### src/rtl/mux_n_to_1_reg.sv
// mux_n_to_1_reg: registered N:1 valid/ready mux with explicit-select or round-robin grant.
// Optional macro MUX_SEL_ERR_EN adds a registered sel_err flag for out-of-range sel in MODE=0.
module mux_n_to_1_reg #(
  parameter int SIZE     = 16,
  parameter int CHANNELS = 4,
  parameter int SEL_W    = $clog2(CHANNELS),
  parameter int MODE     = 0
) (
  input  logic                     clk,
  input  logic                     rst_n,
  input  logic [CHANNELS*SIZE-1:0] in_data,
  input  logic [CHANNELS-1:0]      in_valid,
  output logic [CHANNELS-1:0]      in_ready,
  input  logic [SEL_W-1:0]         sel,
  output logic [SIZE-1:0]          out_data,
  output logic                     out_valid,
  input  logic                     out_ready,
`ifdef MUX_SEL_ERR_EN
  output logic [SEL_W-1:0]         out_chan,
  output logic                     sel_err
`else
  output logic [SEL_W-1:0]         out_chan
`endif
);

  logic [SIZE-1:0]          r_data;
  logic                     r_valid;
  logic [SEL_W-1:0]         r_chan;
  logic [SEL_W-1:0]         r_last;
  logic                     w_load;
  logic                     w_sel_ok;
  logic                     w_sel_hit;
  logic [CHANNELS-1:0]      w_vshift;
  logic                     w_rr_hit;
  logic [SEL_W-1:0]         w_rr_g;
  logic                     w_grant;
  logic [SEL_W-1:0]         w_g;
  logic [CHANNELS*SIZE-1:0] w_dshift;
  logic [SIZE-1:0]          w_data;

  assign w_load    = !r_valid || out_ready;
  assign w_sel_ok  = int'(sel) < CHANNELS;
  assign w_vshift  = in_valid >> sel;
  assign w_sel_hit = w_sel_ok && w_vshift[0];

  // Round-robin search starting just after the last winner; descending loop lets the nearest requester win.
  always_comb begin
    w_rr_hit = 1'b0;
    w_rr_g   = '0;
    for (int k = CHANNELS; k >= 1; k--) begin
      int j;
      j = (int'(r_last) + k) % CHANNELS;
      if (in_valid[j]) begin
        w_rr_hit = 1'b1;
        w_rr_g   = SEL_W'(j);
      end
    end
  end

  assign w_grant  = (MODE == 1) ? w_rr_hit : w_sel_hit;
  assign w_g      = (MODE == 1) ? w_rr_g : sel;
  assign w_dshift = in_data >> (SIZE * int'(w_g));
  assign w_data   = w_dshift[SIZE-1:0];

  // Reset suppresses any accept so a producer never sees a handshake that is then dropped.
  assign in_ready = (rst_n && w_load && w_grant) ? (CHANNELS'(1) << w_g) : '0;

  // Output register stage; pointer only moves on an actual transfer.
  always_ff @(posedge clk) begin
    if (!rst_n) begin
      r_data  <= '0;
      r_valid <= 1'b0;
      r_chan  <= '0;
      r_last  <= SEL_W'(CHANNELS - 1);
    end else if (w_load) begin
      r_valid <= w_grant;
      if (w_grant) begin
        r_data <= w_data;
        r_chan <= w_g;
        if (MODE == 1) r_last <= w_g;
      end
    end
  end

`ifdef MUX_SEL_ERR_EN
  // One-cycle flag whenever an out-of-range select is presented while the stage could load.
  always_ff @(posedge clk) begin
    if (!rst_n) sel_err <= 1'b0;
    else        sel_err <= (MODE == 0) && w_load && !w_sel_ok;
  end
`endif

  assign out_data  = r_data;
  assign out_valid = r_valid;
  assign out_chan  = r_chan;

endmodule

### config.mk
export PLATFORM = sky130hd
export DESIGN_NAME = mux_n_to_1_reg
export DESIGN_NICKNAME = d
export VERILOG_FILES = /design/src/rtl/mux_n_to_1_reg.sv
export SDC_FILE = /design/constraint.sdc
export NUM_CORES = 1
export LEC_CHECK = 0
export BUFFER_PORTS_ARGS = -buffer_cell sky130_fd_sc_hd__buf_2
export CAP_MARGIN = 15
export CORE_ASPECT_RATIO = 2
export CORE_MARGIN = 2
export CORE_UTILIZATION = 37
export DETAILED_ROUTE_END_ITERATION = 8
export GPL_TIMING_DRIVEN = 0
export PLACE_DENSITY = 0.87
export SLEW_MARGIN = 20
export SYNTH_ARGS = -nofsm -noshare
export SYNTH_HDL_FRONTEND = slang
export SYNTH_SLANG_ARGS = --single-unit
### constraint.sdc
create_clock -name clk -period 1.7 [get_ports clk]
set_input_delay 0.425 -clock clk [delete_from_list [all_inputs] [get_ports clk]]
set_output_delay 0.425 -clock clk [all_outputs]
set_load 0.1 [all_outputs]
# Word-level counts from Yosys, hierarchy flattened
# Index checks and enable logic that the tools add are counted.
# W data, S select, Z words.
word_totals:
  reg_bits: 19
  latch_bits: 0
  mem_bits_rw: 0
  rom_bits: 0
  in_bits: 73
  out_inout_bits: 23
  mem_count: 0
op_classes:
  n_addsub: 0
  n_mul: 0
  div: 0
  magnitude_cmp: 0
  n_eq_ne: 0
  shift: 3
  mux: 1
  bitwise_logic: 0
  reduce_logical: 5
op_table:
  columns: ["cell", "n"]
  rows:
  - ["$shr A64 B6 Y16", 1]
  - ["$mux W4", 1]
  - ["$shl A1 B2 Y4 const A", 1]
  - ["$shr A4 B2 Y1", 1]
  - ["$logic_and A1 B1 Y1", 2]
  - ["$reduce_and A2 Y1", 1]
  - ["$logic_not A1 Y1", 1]
  - ["$logic_or A1 B1 Y1", 1]

# Depth between registers and ports, before layout
# Gate-level depths: netlist of the first run.
logic_depth:
  word_depth: 5
  ltp_mapped: 6
  ltp_nobuf: 4

# Worst setup path before layout of the first run
# OpenSTA, ideal clock, no wires.
synth_path:
  path_type: "flip-flop to output port"
  start: "register r_valid, in the netlist out_valid"
  end: "output port in_ready[2]"
  arrival_time_ns: 2.652
  t_required_ns: 1.275
  setup_slack_ns: -1.377
  path_stages_with_launch: 7
  path_buffers: 2
  path_cell_list: "dfxtp_1 -> nand2b_1 -> and3_1 -> buf_6 -> buf_4 -> nand3_1 -> nor2_1"
synth_via:
  elab_chain_len: 5
synth_lines:
  columns: ["item", "line_no", "text"]
  rows:
  - ["start, declared", "27", "logic r_valid;"]
  - ["start signal, assigned", "76", "r_valid <= w_grant;"]
  - ["$logic_not A1 Y1", "41", "assign w_load = !r_valid || out_ready;"]
  - ["$logic_or A1 B1 Y1", "41", null]
  - ["$logic_and A1 B1 Y1 (2 in series)", "66", "assign in_ready = (rst_n && w_load && w_grant) ? (CHANNELS'(1) << w_g) : '0;"]
  - ["$mux W4", "66", null]
  - ["end, declared", "13", "output logic [CHANNELS-1:0] in_ready,"]
# Every way passes these cells.

# Final worst setup path of the first run
layout_path:
  start: "register r_valid, in the netlist out_valid"
  end: "output port in_ready[0]"
# The elaborated chain is that of the path after synthesis.

==> summary.md, run 1 <==
| Metric | Value |
|---|---|
| Routed WL | 4150 µm |
| Initial Util | 38.2% |
| DR pass1 iterations | 4 |
| Most common cell after layout, fill and taps aside | buf_2 |
| Tot Pwr | 1520 µW |
| Max stage delay on crit path | 350 ps |
| RSZ-0062 raised after global routing | true |
| Post-Syn Nets | 191 |
| FF/Latch Area | 384 µm² |
| Slowest CP cell | dfxtp_4 |
| H-Tree Depth | 1 |
| Crit start category | register |
| Kind of critical path | register to output port |
| Failing checks | negative setup slack |
| Status | finished, violations left |
| Post-route minimum period | 1870 ps |
| Post-synth EDFFs | 0 |
| Critical path data arrival time | 1440 ps |
| Setup ws final | -165 ps |
| Number of global-route vias before repair | 1,498 |
| Final hold viol count | 0 |
| Worst EP required | 1270 ps |
| Slew @ Worst Pin | 490 ps |
| DP Cell Count | 262 |
| Layout Nets | 295 |
| Layout area overhead | 53.8% |
| Largest net degree at the start of global routing | 20 |
| Initial antenna violation count | 0 |
| Std-Cell Rows | 31 |
| Starting DRT DRC Count | 12 |
| Crit path launch | out_valid |
| Endpoints failing setup | 4 |
| Post-Syn Area | 1360 µm² |
| Layout Utilization | 58.8% |
| Hold_sp | out_data[13] |
| Vias | 1,391 |
| Post-synth cell types | 25 |
| Hold Crit Class | register to register |
| Cell chain of the critical path | nor2b_4 > nor3_4 > buf_6 > and4_4 > buf_12 |
| DRC violation count after routing | 0 |
| Fin cells | 270 |
| Worst vdd ir | 0.000361 V |
| Largest fanout on the critical path | 3 |
| Leak pwr | 0.000928 µW |
| Achievable frequency | 536 MHz |
| Syn Inst Count | 118 |
| Setup_tns | -623 ps |
| Synth Warn # | 0 |
| Commonest cells after routing, fill and taps aside | buf_2 (91), dfxtp_1 (18), o21ai_1 (17) |
| Die Area | 4220 µm² |
| Slew headroom | 67.6% |
| Filler instances | 338 |
| Overall global routing resource usage | 21.2% |
| Total gr overflow | 0 |
| Clock skew | 4.63 ps |
| CTS Buffer Depth | 2 |
| Die W | 46.9 µm |
| Io pins | 96 |
| Hold buffers post-CTS | 0 |
| # Max-Cap Violations | 0 |
| CTS Root Cell | clkbuf_8 |
| Inserted Clock Buffers | 3 |
| Final Hold Slack | 457 ps |
| # port buffers | 95 |
| Part of the cycle the worst path needs | 110% |
| First-pass GRT wire length | 6600 µm |
| #FFs+latches synth | 19 |
| Routability cong. | 0.739 |
| Sequential share of the synthesized area | 27.9% |
| CTS tree | done |
| Die Y | 89.9 µm |
| Main synth FF type | dfxtp_1 |
| Avg Inst Size Synth | 11.6 µm² |
| Skew-Pair Late Insertion Delay | 260 ps |
| Share of layout cells above drive strength 1 | 71.9% |
| Slew Viols, Final | 0 |
| Critical R2R Launch | out_valid |
| DR vias/cell | 5.15 |
| Hpwl dp | 3490 µm |
| Crit path capture type | output port |
| Core area | 3570 µm² |
| CTS sink cnt | 19 |
| Pwr/cell area | 727 nW/µm² |
| Clock slew at reported path FFs | 70 ps |
| Drt wl/cell | 15.4 µm |
| Antenna cells | 0 |
| Asr flop ratio synth | 0% |
| Antenna-violating nets left | 0 |
| Multi-input gate area | 920 µm² |
-- report_power, final --
group	total, µW	leakage, µW	internal (µW)	switching (µW)
Combinational	708	0.000749	245	463
Clock	309	0.0000228	167	142
Sequential	507	0.000157	484	23.4
Total	1520	0.000928	895	629
-- registers in the layout, summed over array words and instances, names as in the netlist --
| name | flops |
|---|---|
| out_data | 16 |
| out_chan | 2 |
| out_valid | 1 |
-- Yosys cell counts, drive strengths merged, types with 2 or more instances --
library cell	number	share of area [%]
inv	2	0.55
and4	2	1.3
o21ai	17	6.2
mux4	16	26
clkbuf	2	0.55
a21oi	2	0.73
nor2	3	0.83
nor2b	2	0.92
a21boi	17	12
buf	10	6.9
nand3	19	11
dfxtp	19	28
-- metal layers --
metal / GRT usage [%] / part of all wire [%] / vias up
met5: 0 / 0 / -
met3: 3.01 / 4.7 / 16
li1: - / - / 663
met1: 20.6 / 31 / 651
met4: 11.1 / 3.8 / 0
met2: 38.6 / 61 / 61
-- metrics by stage --
| stage | cell area (µm²) | setup WS, ps |
|---|---|---|
| 6_report | 2100 | -165 |
| 5_1_grt | 2100 | -202 |
| 4_1_cts | 2080 | -159 |
| 3_5_place_dp | 1950 | -658 |
| 3_3_place_gp | 1950 | -642 |
| 2_1_floorplan | 1410 | -353 |
-- area by class of cell --
class | count | area share (%)
Inverter | 2 | 0.358
Multi-Input combinational cell | 85 | 43.9
Tap cell | 49 | 2.92
Sequential cell | 19 | 18.3
Timing Repair Buffer | 101 | 28.2
Clock buffer | 4 | 2.15
Buffer | 10 | 4.24
-- critical path: cells and delay by family (launching register included) --
| family | cells | cell delay (ps) |
|---|---|---|
| AND/OR/NAND/NOR | 3 | 530 |
| buffers and inverters | 2 | 300 |
| flip-flops | 1 | 350 |
-- timing repair --
item	CTS	global route
setup endpoints to repair	4	4
gates cloned	0	0
pin swaps	4	0
gates resized for setup	20	0
setup buffers	4	2
-- kinds of logic after synthesis --
group           Yosys count  synth area share [%]
buf+inv                  14                  7.98
compound gates           37                  19.6
simple gates             30                  16.2
flops                    19                  27.9
mux                      18                  28.3
-- worst paths after layout --
| check | to | slack, ps | depth (start not counted) |
|---|---|---|---|
| worst max register to register | out_data[0] | 200 | 7 |
| worst min-delay path | out_data[13] | 460 | 2 |
| worst max-delay path | in_ready[0] | -170 | 5 |
| worst min register to register | out_data[13] | 460 | 2 |
No activity file was read; power rests on OpenSTA's default activity.
==> inputs of run 2 (changes only) <==
CORE_UTILIZATION = 40   (was 37)
PLACE_DENSITY = 0.89   (was 0.87)
clock period = 2.1 ns   (was 1.7 ns; I/O delays follow)
==> summary.md, run 2 (synthesized netlist as in run 1, its figures left out) <==
| Metric | Value |
|---|---|
| Status | finished, final reports clean |
| Share of total power in the clock network | 20.3% (about the same) |
| Worst EP required | 1570 ps (+300 ps) |
| RSZ-0062 raised after global routing | false |
| First-pass GRT wire length | 6440 µm (-2.4%) |
| Crit path capture type | output port |
| Leak pwr | 0.000910 µW (-2.0%) |
| Slew headroom | 67.5% (about the same) |
| Buffers & Inverters on Critical Path | 2 (unchanged) |
| Setup ws final | 90.6 ps (+256 ps) |
| Critical path data arrival time | 1480 ps (+40 ps) |
| Routed WL | 4040 µm (-2.5%) |
| Layout Nets | 293 (-0.68%) |
| Part of the cycle the worst path needs | 95.7% |
| Kind of critical path | primary input to output port |
| Crit path launch | sel[0] |
| Starting DRT DRC Count | 16 (+4) |
| DR vias/cell | 5.47 (+6.3%) |
| Initial antenna violation count | 0 (unchanged) |
| Largest net degree at the start of global routing | 20 (unchanged) |
| Cell chain of the critical path | buf_6 > mux2_4 > and3_4 > nand3_4 > nor2_4 > buf_8 |
| Slew @ Worst Pin | 490 ps (+0.539 ps) |
| Layout area overhead | 50.4% |
| Setup WS pre-CTS | -455 ps (+203 ps) |
| Initial Util | 40.8% (+2.6 points) |
| DR WL met2 | 2440 µm (-2.8%) |
| Setup_tns | 0 ps (+623 ps) |
| Routability cong. | 0.792 (+7.3%) |
| Antenna-violating nets left | 0 (unchanged) |
| Post-route minimum period | 2010 ps |
| Max reg flops | 16 (unchanged) |
| Die W | 45.3 µm (-3.5%) |
| DR pass1 iterations | 4 (unchanged) |
| Largest fanout on the critical path | 4 (+1) |
| Clock slew at reported path FFs | 70 ps (about the same) |
| Tot Pwr | 1230 µW (-19%) |
| Met1 wire length | 1290 µm (+0.47%) |
| Final hold viol count | 0 (unchanged) |
| Die Area | 3920 µm² (-7.0%) |
| Met3 Routed Length | 187 µm (-3.1%) |
| Hold Crit Class | register to register |
| Drt wl/cell | 16.1 µm (+4.9%) |
| Std-Cell Rows | 30 (-3.2%) |
| FF/Latch Area | 382 µm² (-0.65%) |
| Most common cell after layout, fill and taps aside | buf_2 |
| DP Cell Count | 245 (-6.5%) |
| Antenna cells | 0 (unchanged) |
| DRC violation count after routing | 0 (unchanged) |
| Filler instances | 280 (-17%) |
| Hpwl dp | 3300 µm (-5.2%) |
| Vias | 1,374 (-1.2%) |
| NetSw | 509 µW (-19%) |
| Achievable frequency | 498 MHz |
| Inserted Clock Buffers | 3 (unchanged) |
| Multi-input gate area | 925 µm² (+0.54%) |
| Clock skew | 0.962 ps (-3.66 ps) |
| Fin cells | 251 (-7.0%) |
| CTS tree | done |
| Endpoints failing setup | 0 (-4) |
| Commonest cells after routing, fill and taps aside | buf_2 (91), dfxtp_1 (18), o21ai_1 (17) |
| H-Tree Depth | 1 (unchanged) |
| Logic pwr share | 46.2% (-0.3 points) |
| Number of global-route vias before repair | 1,484 (-0.93%) |
| Final Hold Slack | 455 ps (-2.02 ps) |
| P_int | 721 µW (-19%) |
| # port buffers | 95 (unchanged) |
| Overall global routing resource usage | 22.0% (+0.84 points) |
| Total gr overflow | 0 (unchanged) |
| Slowest CP cell | and3_4 |
| Sw Ratio | 41.4% (+0.099 points) |
| Io pins | 96 (unchanged) |
| Uppermost layer routed | met4 |
| Slew Viols, Final | 0 (unchanged) |
| Skew-Pair Late Insertion Delay | 250 ps (about the same) |
| Core area | 3340 µm² (-6.4%) |
| Critical R2R Launch | out_valid |
| CTS sink cnt | 19 (unchanged) |
| Share of layout cells above drive strength 1 | 71.7% (-0.26 points) |
| Crit start category | primary input |
| Pwr/cell area | 600 nW/µm² (-17%) |
| CTS Buffer Depth | 2 (unchanged) |
| CTS Root Cell | clkbuf_8 |
| Sequential power share | 33.4% (about the same) |
| Worst vdd ir | 0.000272 V (-25%) |
| Max stage delay on crit path | 210 ps (-140 ps) |
| Hold_sp | out_chan[0] |
| Family with the most delay on the worst path | simple AND/OR/NAND/NOR gates |
| # Max-Cap Violations | 0 (unchanged) |
| Die Y | 86.6 µm (-3.7%) |
run 2: per-stage QoR:
stage,utilization [%],area [µm²]
floorplan,-,1400
finish,61.4,2050
global route,61.4,2050
CTS,61.6,2060
detailed placement,57.4,1920
global placement,57.4,1920
run 2: what timing repair did:
action                                 4_1_cts  5_1_grt
pin swaps                                    3        2
gates resized for setup                     19        1
buffers inserted                             5        0
endpoints found under the hold margin        0        0
hold buffers                                 0        0
setup endpoints to repair                    4        4
run 2: final cells by class:
class	instances	share of cell area [%]
multi-input cells	85	45.1
repair buffers	100	28.0
flip-flops and latches	19	18.6
plain buffers	9	3.78
clock buffers	4	2.20
well taps	32	1.95
inverters	2	0.366
run 2: metal layers:
layer  GRT usage (%)  vias up
met3            2.92       13
met2            41.4       55
met5               0        -
met4            11.2        0
met1            21.6      651
li1                -      655
run 2: tightest hold or removal path: stages, from the launching register on:
cell,delay (ps)
dfxtp_1,320
nand3_2,60
a21boi_2,40
run 2: worst paths after layout:
path	endpoint	slack, ps	cells after the start
setup / recovery	in_ready[3]	90	6
hold / removal	out_chan[0]	450	2
setup reg to reg	out_data[2]	700	6
hold reg to reg	out_chan[0]	450	2
run 2: power by group through the flow:
| stage | logic, µW | registers (µW) | clock network, µW |
|---|---|---|---|
| 2_1_floorplan | 203 | 637 | 0 |
| 4_1_cts | 571 | 411 | 249 |
| 3_3_place_gp | 541 | 419 | 0 |
| 6_report | 569 | 411 | 250 |
| 5_1_grt | 596 | 414 | 266 |
| 3_5_place_dp | 552 | 419 | 0 |
